===== src/rtl/pll_clock_sequencer.sv =====
// Lock-qualified reset sequencer: holds sys_reset until the synchronised PLL lock
// has been stable for SETTLE_CYCLES, then emits per-channel divided clock enables.
//
// state     | meaning
// WAIT_LOCK | reset held, waiting for synchronised lock
// SETTLE    | lock seen, counting consecutive stable cycles
// RUN       | reset released, strobes active
// LOST      | lock dropped in RUN, reset held for HOLD_CYCLES
module pll_clock_sequencer #(
   parameter int                    N_CH          = 4,
   parameter int                    DIV_W         = 16,
   parameter logic [N_CH*DIV_W-1:0] DIVISORS      = {16'd1000, 16'd96, 16'd3, 16'd1},
   parameter int                    SETTLE_CYCLES = 1024,
   parameter int                    HOLD_CYCLES   = 16,
   parameter int                    LOSS_W        = 8
) (
   input  logic              global_clock,
   input  logic              reset,
   input  logic              pll_locked,
   output logic              sys_reset,
   output logic              ready,
   output logic [N_CH-1:0]   strobe,
   output logic [LOSS_W-1:0] lock_loss_count
);

   localparam int SET_W  = $clog2(SETTLE_CYCLES + 1);
   localparam int HOLD_W = $clog2(HOLD_CYCLES + 1);
   localparam logic [SET_W-1:0]  SET_LAST  = SET_W'(SETTLE_CYCLES - 1);
   localparam logic [HOLD_W-1:0] HOLD_LAST = HOLD_W'(HOLD_CYCLES - 1);

   typedef enum logic [1:0] {
      WAIT_LOCK = 2'd0,
      SETTLE    = 2'd1,
      RUN       = 2'd2,
      LOST      = 2'd3
   } state_t;

   state_t              state, state_nxt;
   logic                lk_meta, lk;
   logic [SET_W-1:0]    settle_cnt, settle_nxt;
   logic [HOLD_W-1:0]   hold_cnt, hold_nxt;
   logic [LOSS_W-1:0]   loss_nxt;
   logic [DIV_W-1:0]    div_cnt [N_CH];
   logic [DIV_W-1:0]    div_nxt [N_CH];
   logic [N_CH-1:0]     strobe_nxt;

   always_comb begin
      state_nxt  = state;
      settle_nxt = '0;
      hold_nxt   = '0;
      loss_nxt   = lock_loss_count;
      unique case (state)
         WAIT_LOCK: begin
            if (lk) state_nxt = SETTLE;
         end
         SETTLE: begin
            if (!lk)                        state_nxt = WAIT_LOCK;
            else if (settle_cnt == SET_LAST) state_nxt = RUN;
            else                            settle_nxt = settle_cnt + 1'b1;
         end
         RUN: begin
            if (!lk) begin
               state_nxt = LOST;
               if (lock_loss_count != '1) loss_nxt = lock_loss_count + 1'b1;
            end
         end
         LOST: begin
            if (hold_cnt == HOLD_LAST) state_nxt = WAIT_LOCK;
            else                       hold_nxt  = hold_cnt + 1'b1;
         end
         default: state_nxt = WAIT_LOCK;
      endcase
   end

   // Strobe registers look at the next state so they drop together with ready.
   for (genvar k = 0; k < N_CH; k++) begin : g_ch
      localparam logic [DIV_W-1:0] DIV = DIVISORS[k*DIV_W +: DIV_W];

      always_comb begin
         div_nxt[k]    = '0;
         strobe_nxt[k] = 1'b0;
         if (state_nxt == RUN && DIV != '0) begin
            if (state == RUN && div_cnt[k] != DIV - 1'b1)
               div_nxt[k] = div_cnt[k] + 1'b1;
            strobe_nxt[k] = (div_nxt[k] == DIV - 1'b1);
         end
      end

      always_ff @(posedge global_clock) begin
         if (reset) div_cnt[k] <= '0;
         else       div_cnt[k] <= div_nxt[k];
      end
   end

   always_ff @(posedge global_clock) begin
      if (reset) begin
         lk_meta         <= 1'b0;
         lk              <= 1'b0;
         state           <= WAIT_LOCK;
         settle_cnt      <= '0;
         hold_cnt        <= '0;
         lock_loss_count <= '0;
         sys_reset       <= 1'b1;
         ready           <= 1'b0;
         strobe          <= '0;
      end else begin
         lk_meta         <= pll_locked;
         lk              <= lk_meta;
         state           <= state_nxt;
         settle_cnt      <= settle_nxt;
         hold_cnt        <= hold_nxt;
         lock_loss_count <= loss_nxt;
         sys_reset       <= (state_nxt != RUN);
         ready           <= (state_nxt == RUN);
         strobe          <= strobe_nxt;
      end
   end

endmodule


===== config.mk =====
export PLATFORM = sky130hd
export DESIGN_NAME = pll_clock_sequencer
export DESIGN_NICKNAME = d
export VERILOG_FILES = /design/src/rtl/pll_clock_sequencer.sv
export SDC_FILE = /design/constraint.sdc
export NUM_CORES = 1
export LEC_CHECK = 0
export BUFFER_PORTS_ARGS = -buffer_cell sky130_fd_sc_hd__clkbuf_2
export CAP_MARGIN = 30
export CORE_ASPECT_RATIO = 1.25
export CORE_MARGIN = 1
export CORE_UTILIZATION = 56
export DETAILED_ROUTE_END_ITERATION = 10
export GPL_ROUTABILITY_DRIVEN = 0
export PLACE_DENSITY_LB_ADDON = 0.12
export SYNTH_ARGS = -nofsm -noshare
export SYNTH_HDL_FRONTEND = slang
export SYNTH_SLANG_ARGS = --single-unit

===== constraint.sdc =====
create_clock -name global_clock -period 1.8 [get_ports global_clock]
set_input_delay 0.36 -clock global_clock [delete_from_list [all_inputs] [get_ports global_clock]]
set_output_delay 0.36 -clock global_clock [all_outputs]
set_load 0.02 [all_outputs]

=== After elaboration in Yosys (flattened, before gate mapping) ===
Memories as Yosys holds them, arrays and structs flattened.
Index checks and enable logic that the tools add are counted.

* Memories kept: 1
* Logic and storage cells: 75
* Flip-flop bits (word level): 34
* ROM bits: 0
* Output and inout bits: 14
* Latch bits: 0
* Bits in writable memories: 64

* Shifts and indexed selects: 0
* Multiply operators: 0
* Equality and inequality tests: 14
* Multiplexer cells: 25
* Divide/modulo/power cells: 0
* Bitwise operators: 8
* Order comparisons: 0
* Reduce and logical (&&, ||, !) cells: 11
* Add/sub/neg operators: 7

{| class="wikitable"
|+ Memories
! name !! words !! bits a word !! read ports !! clocked after Yosys merged registers in !! write ports !! RTL line !! text
|-
| div_cnt || 4 || 16 || 4 || 0 || 4 || 43 || <nowiki>logic [DIV_W-1:0] div_cnt [N_CH];</nowiki>
|}

{| class="wikitable"
|+ Operators with widths
! cell !! count
|-
| $mux 16 || 16
|-
| $add 16x1->16 const B || 4
|-
| $eq 16x10->1 const B || 1
|-
| $eq 16x2->1 const B || 1
|-
| $eq 16x7->1 const B || 1
|-
| $logic_not 16->1 || 1
|-
| $ne 16x10->1 const B || 1
|-
| $ne 16x2->1 const B || 1
|-
| $ne 16x7->1 const B || 1
|-
| $reduce_bool 16->1 || 1
|-
| $add 11x1->11 const B || 1
|-
| $eq 11x10->1 const B || 1
|-
| $mux 2 || 5
|-
| $add 8x1->8 const B || 1
|-
| $ne 8x8->1 const B || 1
|-
| $pmux 2 s4 || 1
|-
| $eq 2x2->1 const B || 3
|-
| $add 5x1->5 const B || 1
|-
| $eq 5x4->1 const B || 1
|-
| $logic_and 1x1->1 || 4
|-
| $not 1->1 || 4
|-
| $or 1x1->1 || 4
|-
| $reduce_or 4->1 || 1
|-
| $mux 1 || 3
|-
| other kinds (6) || 6
|}

=== Depth between registers and ports, before layout ===
Gate-level depths: netlist (run 1).

* Word-level depth: 8
* Depth in mapped cells: 8

=== Worst setup path before layout (run 1) ===
No wires, ideal clock.

* Path kind: flip-flop to flip-flop
* From: memory div_cnt[0][0]
* To: register strobe[0]
* Slack: -0.063 ns
* Library setup time: 0.074 ns
* Cell stages (with the launch flop): 8
* Arrival: 1.789 ns
* Required time: 1.726 ns
* Clock period less this slack: 1.863 ns
* Path buffers: 1
* Path through: dfxtp_1 ha_1 clkbuf_1 nand4_1 or3_1 o21ai_0 nand4_1 o21ai_0

{| class="wikitable"
|+ RTL lines
! element !! RTL line !! text
|-
| start: declaration || 43 ||
|-
| end signal: assignment || 115 || <nowiki>strobe <= strobe_nxt;</nowiki>
|-
| end: declaration || 22 || <nowiki>output logic [N_CH-1:0] strobe,</nowiki>
|}

=== Worst setup path in the final report (run 1) ===
* From: register state[0]
* To: register strobe[2]

* Cells in the longest elaborated chain, start to end: 6

{| class="wikitable"
|+ RTL lines
! element !! RTL line !! text
|-
| start: declaration || 38 || <nowiki>state_t state, state_nxt;</nowiki>
|-
| start signal: assignment || 109 || <nowiki>state <= state_nxt;</nowiki>
|-
| $mux 2 || 58 || <nowiki>else if (settle_cnt == SET_LAST) state_nxt = RUN;</nowiki>
|-
| $mux 2 || 57 || <nowiki>if (!lk) state_nxt = WAIT_LOCK;</nowiki>
|-
| $pmux 2 s4 || 52 || <nowiki>unique case (state)</nowiki>
|-
| $eq 2x2->1 || 82 || <nowiki>if (state_nxt == RUN && DIV != '0) begin</nowiki>
|-
| $not 1->1 (no source line) || - ||
|-
| $reduce_or 2->1 (no source line) || - ||
|}

Several ways; a longest one is shown, not always the timed one. The select of a mux whose other input is x is not followed.
A chain may end at the register's enable or synchronous reset.

==> impl_results.md, run 1 <==
* Run status: completed
* Portion of the post-synthesis area used by sequential elements at 40.5%
* All-layer global routing usage at 23.0%
* Worst Path Required at between 2 and 2.5 ns
* DP Wirelength at 7070 um
* Layout cells sized above 1 at 21.9%
* Count of antenna diodes in the layout at 0
* Post-route setup TNS at 0 ns
* Violation count after the first detailed-route iteration at 140
* Clock tree from TritonCTS: yes
* Number of enable-type register cells in the synthesized netlist at 0
* Final routed wirelength across all metal layers at 9860 um
* Non-filler instance count after layout at ~750
* Clk buf depth at 2
* Mapped Nets at 591
* Worst slew pin tran at 0.387 ns
* Placeable core area at 0.00829 mm^2
* Total design power at 3.74 mW
* Hold Buf Count CTS at 0
* Leakage at 2.00 nW
* Peak Freq at ~0.57 GHz
* Number of warnings reported in the yosys synthesis log at 0
* Worst setup slack before clock tree synthesis at -0.0431 ns
* Post-synthesis cell type count at 58
* Register clock-pin slew on the reported worst setup and hold paths at 0.09 ns
* Num CTS Buffers at 9
* Leftover overflow at the end of global routing at 0
* Count of nets after finishing at 660
* # port buffers at 16
* Share of the synthesized area in the top cell type at 40.5%
* Final slew viol count at 0
* Top cell type by total area after synthesis: dfxtp_1
* Total of fill cells in the finished design at 642
* Number of setup violations in the final report at 0
* Setup repair after global routing missed its margin: true
* Final hold viol count at 0
* Wire length of the first global-routing pass at 16,800 um
* Worst hold slack at 0.221 ns
* Maximum Capacitance Violations at 0
* CP max FO at 3
* Number of storage elements in the synthesis netlist at 98
* Via count of the first global-routing pass at between 3,000 and 4,000
* Starting Density at 58.4%
* Placed Instances at 733
* Class of the worst hold path: in -> reg
* Worst clock skew at 0.00705 ns
* Routed vias at 4,234
* Worst Reg-to-Reg Cells at 5
* Area contributors post-synth: dfxtp_1 (41%), xnor2_1 (8.3%), nor2_1 (8.0%)
* Element type at the critical path start: flip-flop
* Final critical path time including I/O delays and setup at ~1.8 ns
* First-pass iteration count of the detailed router at 5
* Remaining design rule violation count at 0
* Average vias per placed instance at 5.65
* Maximum VDD drop at 0.400 mV
* Die W at roughly 85 um
* Worst Path Class, Setup: reg -> reg
* Die outline area at between 0.009 and 0.01 mm^2
* Initial antenna violation count at 0
* Cell at the root of the clock tree: clkbuf_8
* CTS H-tree lvls at 3
* Final critical-path share of the clock period at 98.2%
* Average wire length per cell after detail routing at 13.2 um
* Data arrival time at the worst-slack endpoint at 2.05 ns
* Count of cells along the worst hold path at 2
* Main synth FF type: dfxtp_1
* Clock sinks at 98
* Post-route ant nets at 0
* Slew HR at 74.0%
* Count of boundary I/O pins at 17
* Area growth from synthesis to layout at 19.9%
* Die Y at 106 um
* Cell count after synthesis at 578
* Proportion of register bits with asynchronous set or reset after synthesis at 0%
* Kind of end point of the critical path: flip-flop
* Worst-case setup margin in the final layout at 0.0316 ns
* Per-instance average area after synthesis at between 8 and 9 um^2
* Clk Latency, worst-skew pair at 0.37 ns
* Summed instance area of the synthesized netlist at approximately 0.0048 mm^2
* Floorplan row count at 37
* Pwr per Cell Area at about 650 mW/mm^2
* Pin count of the biggest net entering global routing at 17
[metal layers]
layer | up-vias | track usage [%] | wire (um)
li1 | 2154 | - | -
met1 | 2001 | 26.9 | 4260
met2 | 63 | 40.1 | 5080
met3 | 16 | 3.34 | 301
met4 | 0 | 12.5 | 214
met5 | - | 0 | 0
[synth_stat cells, types with 4 or more instances]
library cell / instances
nor2_1: 103
dfxtp_1: 98
xnor2_1: 46
nand2_1: 40
nand3_1: 34
xor2_1: 29
nor3_1: 24
nand4_1: 17
nor4_1: 17
inv_1: 15
and3_1: 13
clkbuf_1: 11
buf_2: 10
ha_1: 10
o21ai_0: 10
a21oi_1: 9
and4_1: 7
nand2b_1: 6
a31oi_1: 5
or3_1: 5
or4_1: 5
a211oi_1: 4
nor2b_1: 4
[sequential cells by signal, summed over array words and instances (netlist names)]
register         flops
div_cnt             64
settle_cnt          11
lock_loss_count      8
hold_cnt             5
strobe               4
state                2
lk                   1
lk_meta              1
ready                1
sys_reset            1
[layout make-up]
| class | instances | area, um^2 | share of cell area, % |
|---|---|---|---|
| Clock buffer | 12 | 145 | 2.50 |
| Clock inverter | 4 | 75.1 | 1.29 |
| Multi-Input combinational cell | 439 | 2830 | 48.7 |
| Sequential cell | 98 | 1980 | 34.0 |
| Timing Repair Buffer | 84 | 603 | 10.4 |
| Tap cell | 97 | 121 | 2.09 |
| Inverter | 15 | 56.3 | 0.970 |
[timing repair]
action                                  CTS  global route
pin swaps                                 0             6
resized for setup                         5            35
endpoints found under the setup margin   18            34
buffers inserted                          0             0
[report_power, final]
group          switching, mW  total, mW  internal, mW
Combinational        0.00956     0.0179       0.00838
Sequential           0.00171       2.17          2.17
Clock                  0.736       1.56         0.822
Total                  0.747       3.74          3.00
[cell families after synthesis]
| group | count (synthesis) | share of synthesized area [%] |
|---|---|---|
| buffers and inverters | 41 | 3.72 |
| adder cells (fa/ha/maj) | 10 | 2.59 |
| AO/OA/AOI/OAI | 52 | 7.29 |
| XOR/XNOR | 75 | 13.6 |
| multiplexers | 2 | 0.414 |
| flip-flops | 98 | 40.5 |
| AND/OR/NAND/NOR | 300 | 31.9 |
[critical path, cell delays in order (launching register included)]
cell,delay (ns)
dfxtp_1,0.32
nand2b_1,0.19
or3b_1,0.43
nor4_1,0.33
o211ai_1,0.14
nor4_1,0.26
[placed cells by master, fill, tap and decap left out, drive strengths merged, types with 3 or more instances in the layout]
master	count
or2	3
a31oi	5
nor4	19
buf	68
xnor2	46
or3	5
and2	3
or4	5
a211oi	4
inv	15
nand3	35
xor2	29
and3	13
nand2	40
nor3	25
and4	7
o21ai	12
dfxtp	98
nand2b	6
nor2	103
o211ai	3
ha	10
o31ai	3
nor3b	3
nand4	18
nor2b	4
o22ai	3
a21oi	9
clkbuf	28
and4b	3
[stage by stage]
| stage | instance area [um^2] | util (%) |
|---|---|---|
| 2_1_floorplan | 4840 | - |
| 3_3_place_gp | 5440 | 65.6 |
| 3_5_place_dp | 5440 | 65.6 |
| 4_1_cts | 5680 | 68.6 |
| 5_1_grt | 5800 | 70.0 |
| 6_report | 5800 | 70.0 |
[worst paths after layout]
check	slack, ns	endpoint	from
setup reg to reg	0.03	strobe[2]	state[0]
setup / recovery	0.03	strobe[2]	state[0]
hold / removal	0.22	lk_meta	pll_locked
hold reg to reg	0.44	lk	lk_meta
No activity file was read; power rests on OpenSTA's default activity.
==> run 2, diff against run 1 <==
--- a/config.mk
+++ b/config.mk
@@ -9,7 +9,7 @@
 export CAP_MARGIN = 30
 export CORE_ASPECT_RATIO = 1.25
 export CORE_MARGIN = 1
-export CORE_UTILIZATION = 56
+export CORE_UTILIZATION = 45
 export DETAILED_ROUTE_END_ITERATION = 10
 export GPL_ROUTABILITY_DRIVEN = 0
 export PLACE_DENSITY_LB_ADDON = 0.12
==> impl_results.md, run 2 (same netlist as run 1, synthesis figures left out) <==
* Run status: completed
* Worst Path Class, Setup: reg -> reg
* Startpoint of the most critical setup path: div_cnt[3][11]
* Final slew viol count at 0 (unchanged)
* Final critical path time including I/O delays and setup at 1.76 ns (-0.0102 ns)
* Routed vias at 4,209 (-0.59%)
* First-pass iteration count of the detailed router at 4 (-1)
* Die Y at 118 um (+11%)
* Kind of end point of the critical path: flip-flop
* Average vias per placed instance at 5.40 (-4.4%)
* Number of setup violations in the final report at 0 (unchanged)
* All-layer global routing usage at 19.3% (-3.7 points)
* CTS H-tree lvls at 3 (unchanged)
* Layout cells sized above 1 at 22.3% (+0.38 points)
* Placeable core area at 0.0103 mm^2 (+24%)
* Die W at 94.8 um (+11%)
* Floorplan row count at 41 (+11%)
* Area of all placed cells without fillers at 0.00597 mm^2 (+2.8%)
* Maximum Capacitance Violations at 0 (unchanged)
* Clock tree from TritonCTS: yes
* Leading cell types in the layout, fill and taps excluded: nor2_1 (103), dfxtp_1 (91), buf_4 (65), xnor2_1 (46), nand2_1 (38)
* Non-filler instance count after layout at 779 (+4.0%)
* Final hold viol count at 0 (unchanged)
* Violation count after the first detailed-route iteration at 145 (+3.6%)
* Area growth from synthesis to layout at 23.3%
* Maximum VDD drop at 0.397 mV (-0.82%)
* CP max FO at 9 (+6)
* Via count of the first global-routing pass at 3,945 (+0.46%)
* Element type at the critical path start: flip-flop
* Average wire length per cell after detail routing at 13.6 um (+3.0%)
* Count of nets after finishing at 658 (-0.30%)
* Count of boundary I/O pins at 17 (unchanged)
* Internal reg-to-reg setup slack at 0.04 ns (about the same)
* Worst Reg-to-Reg Cells at 5 (unchanged)
* Post-route ant nets at 0 (unchanged)
* Worst slew pin tran at 0.393 ns (+0.00624 ns)
* Peak Freq at 0.569 GHz (+0.58%)
* Die outline area at 0.0112 mm^2 (+24%)
* Class of the worst hold path: in -> reg
* Slew HR at 73.5% (-0.46 points)
* Clock sinks at 98 (unchanged)
* Largest registers: div_cnt (64), settle_cnt (11), lock_loss_count (8)
* Pwr per Cell Area at 682 mW/mm^2 (+5.7%)
* Endpoint of the worst setup timing path: div_cnt[3][4]
* DP Wirelength at 7380 um (+4.5%)
* Register ranked first by flip-flop count: div_cnt
* Utilization of the core after routing at 58.2% (-12 points)
* Final routed wirelength across all metal layers at 10,600 um (+7.1%)
* Clk buf depth at 2 (unchanged)
* Num CTS Buffers at 9 (unchanged)
* Max reg flops at 64 (unchanged)
* # port buffers at 16 (unchanged)
* Leakage at 2.09 nW (+4.4%)
* Remaining design rule violation count at 0 (unchanged)
* Register clock-pin slew on the reported worst setup and hold paths at 0.06 ns (-0.03 ns)
* Final critical-path share of the clock period at 97.7% (-0.57 points)
* Starting Density at 47.2% (-11 points)
* Setup repair after global routing missed its margin: true
* Wire length of the first global-routing pass at 17,300 um (+2.5%)
* Critical register-to-register path endpoint: div_cnt[3][4]
* Count of antenna diodes in the layout at 0 (unchanged)
* Origin of the critical flop-to-flop path: div_cnt[3][11]
* Cell at the root of the clock tree: clkbuf_16
* Area after detailed placement at 0.00544 mm^2 (about the same)
* Data arrival time at the worst-slack endpoint at 1.99 ns (-0.06 ns)
* Pin count of the biggest net entering global routing at 17 (unchanged)
* Placed Instances at 760 (+3.7%)
* Leading cell type in the layout, fill and taps excluded: nor2_1
* Total design power at 4.07 mW (+8.7%)
* Leftover overflow at the end of global routing at 0 (unchanged)
* Worst clock skew at 0.00302 ns (-0.00402 ns)
* Clk Latency, worst-skew pair at 0.34 ns (-0.03 ns)
* Initial antenna violation count at 0 (unchanged)
* Worst Path Required at 2.03 ns (-0.05 ns)
## run 2: cell count changes in the layout (fill, tap and decap cells not counted), sizes merged
cell | previous run | this run
buf | 68 | 66
clkbuf | 28 | 27
clkinv | 0 | 2
bufinv | 2 | 1
## run 2: per-layer routing
metal / global-route usage [%] / wire length, um
met5: 0 / 0
met4: 11.2 / 317
met3: 3.42 / 257
met2: 34.0 / 5540
met1: 21.0 / 4440
## run 2: cell type report
cell class,instances,area (um^2)
repair buffers,82,588
multi-input cells,439,2900
flip-flops and latches,98,1970
inverters,15,56.3
clock buffers,11,233
clock inverters,5,55.1
fillers,934,4290
well taps,129,161
## run 2: through the flow
stage | hold WS [ns] | TNS (ns) | worst slack, ns
final | 0.236 | 0 | 0.0418
after global routing | 0.261 | -0.0522 | -0.0499
after CTS | 0.237 | 0 | 0.00541
after detailed placement | 0.425 | -0.0450 | -0.0335
after global placement | 0.418 | -0.00187 | -0.00187
after floorplan | 0.414 | 0 | 0.0299
## run 2: what timing repair did
item	CTS	global route
pin swaps	1	7
gates cloned	0	0
buffers inserted	0	3
gates resized for setup	8	38
endpoints found under the setup margin	3	52
hold buffers	0	0
## run 2: where the power goes
part,total [mW],leakage (nW),internal (mW),switching (mW)
registers,2.17,0.793,2.17,0.00183
logic,0.0166,1.16,0.00723,0.00941
clock network,1.88,0.136,1.07,0.809
total,4.07,2.09,3.25,0.820
## run 2: worst min-delay path by stage
stage                from  endpoint  slack, ns  cells after the start
2_1_floorplan     lk_meta        lk       0.41                      1
3_3_place_gp      lk_meta        lk       0.42                      1
3_5_place_dp      lk_meta        lk       0.43                      1
4_1_cts        pll_locked   lk_meta       0.24                      2
5_1_grt        pll_locked   lk_meta       0.26                      2
6_report       pll_locked   lk_meta       0.24                      2
## run 2: worst max-delay path, stage by stage, from the launching register on
cell and delay, ns:
dfxtp_1 0.36, nor4_1 0.28, nand3_1 0.20, o41ai_2 0.50
buf_4 0.24, nor2_1 0.06
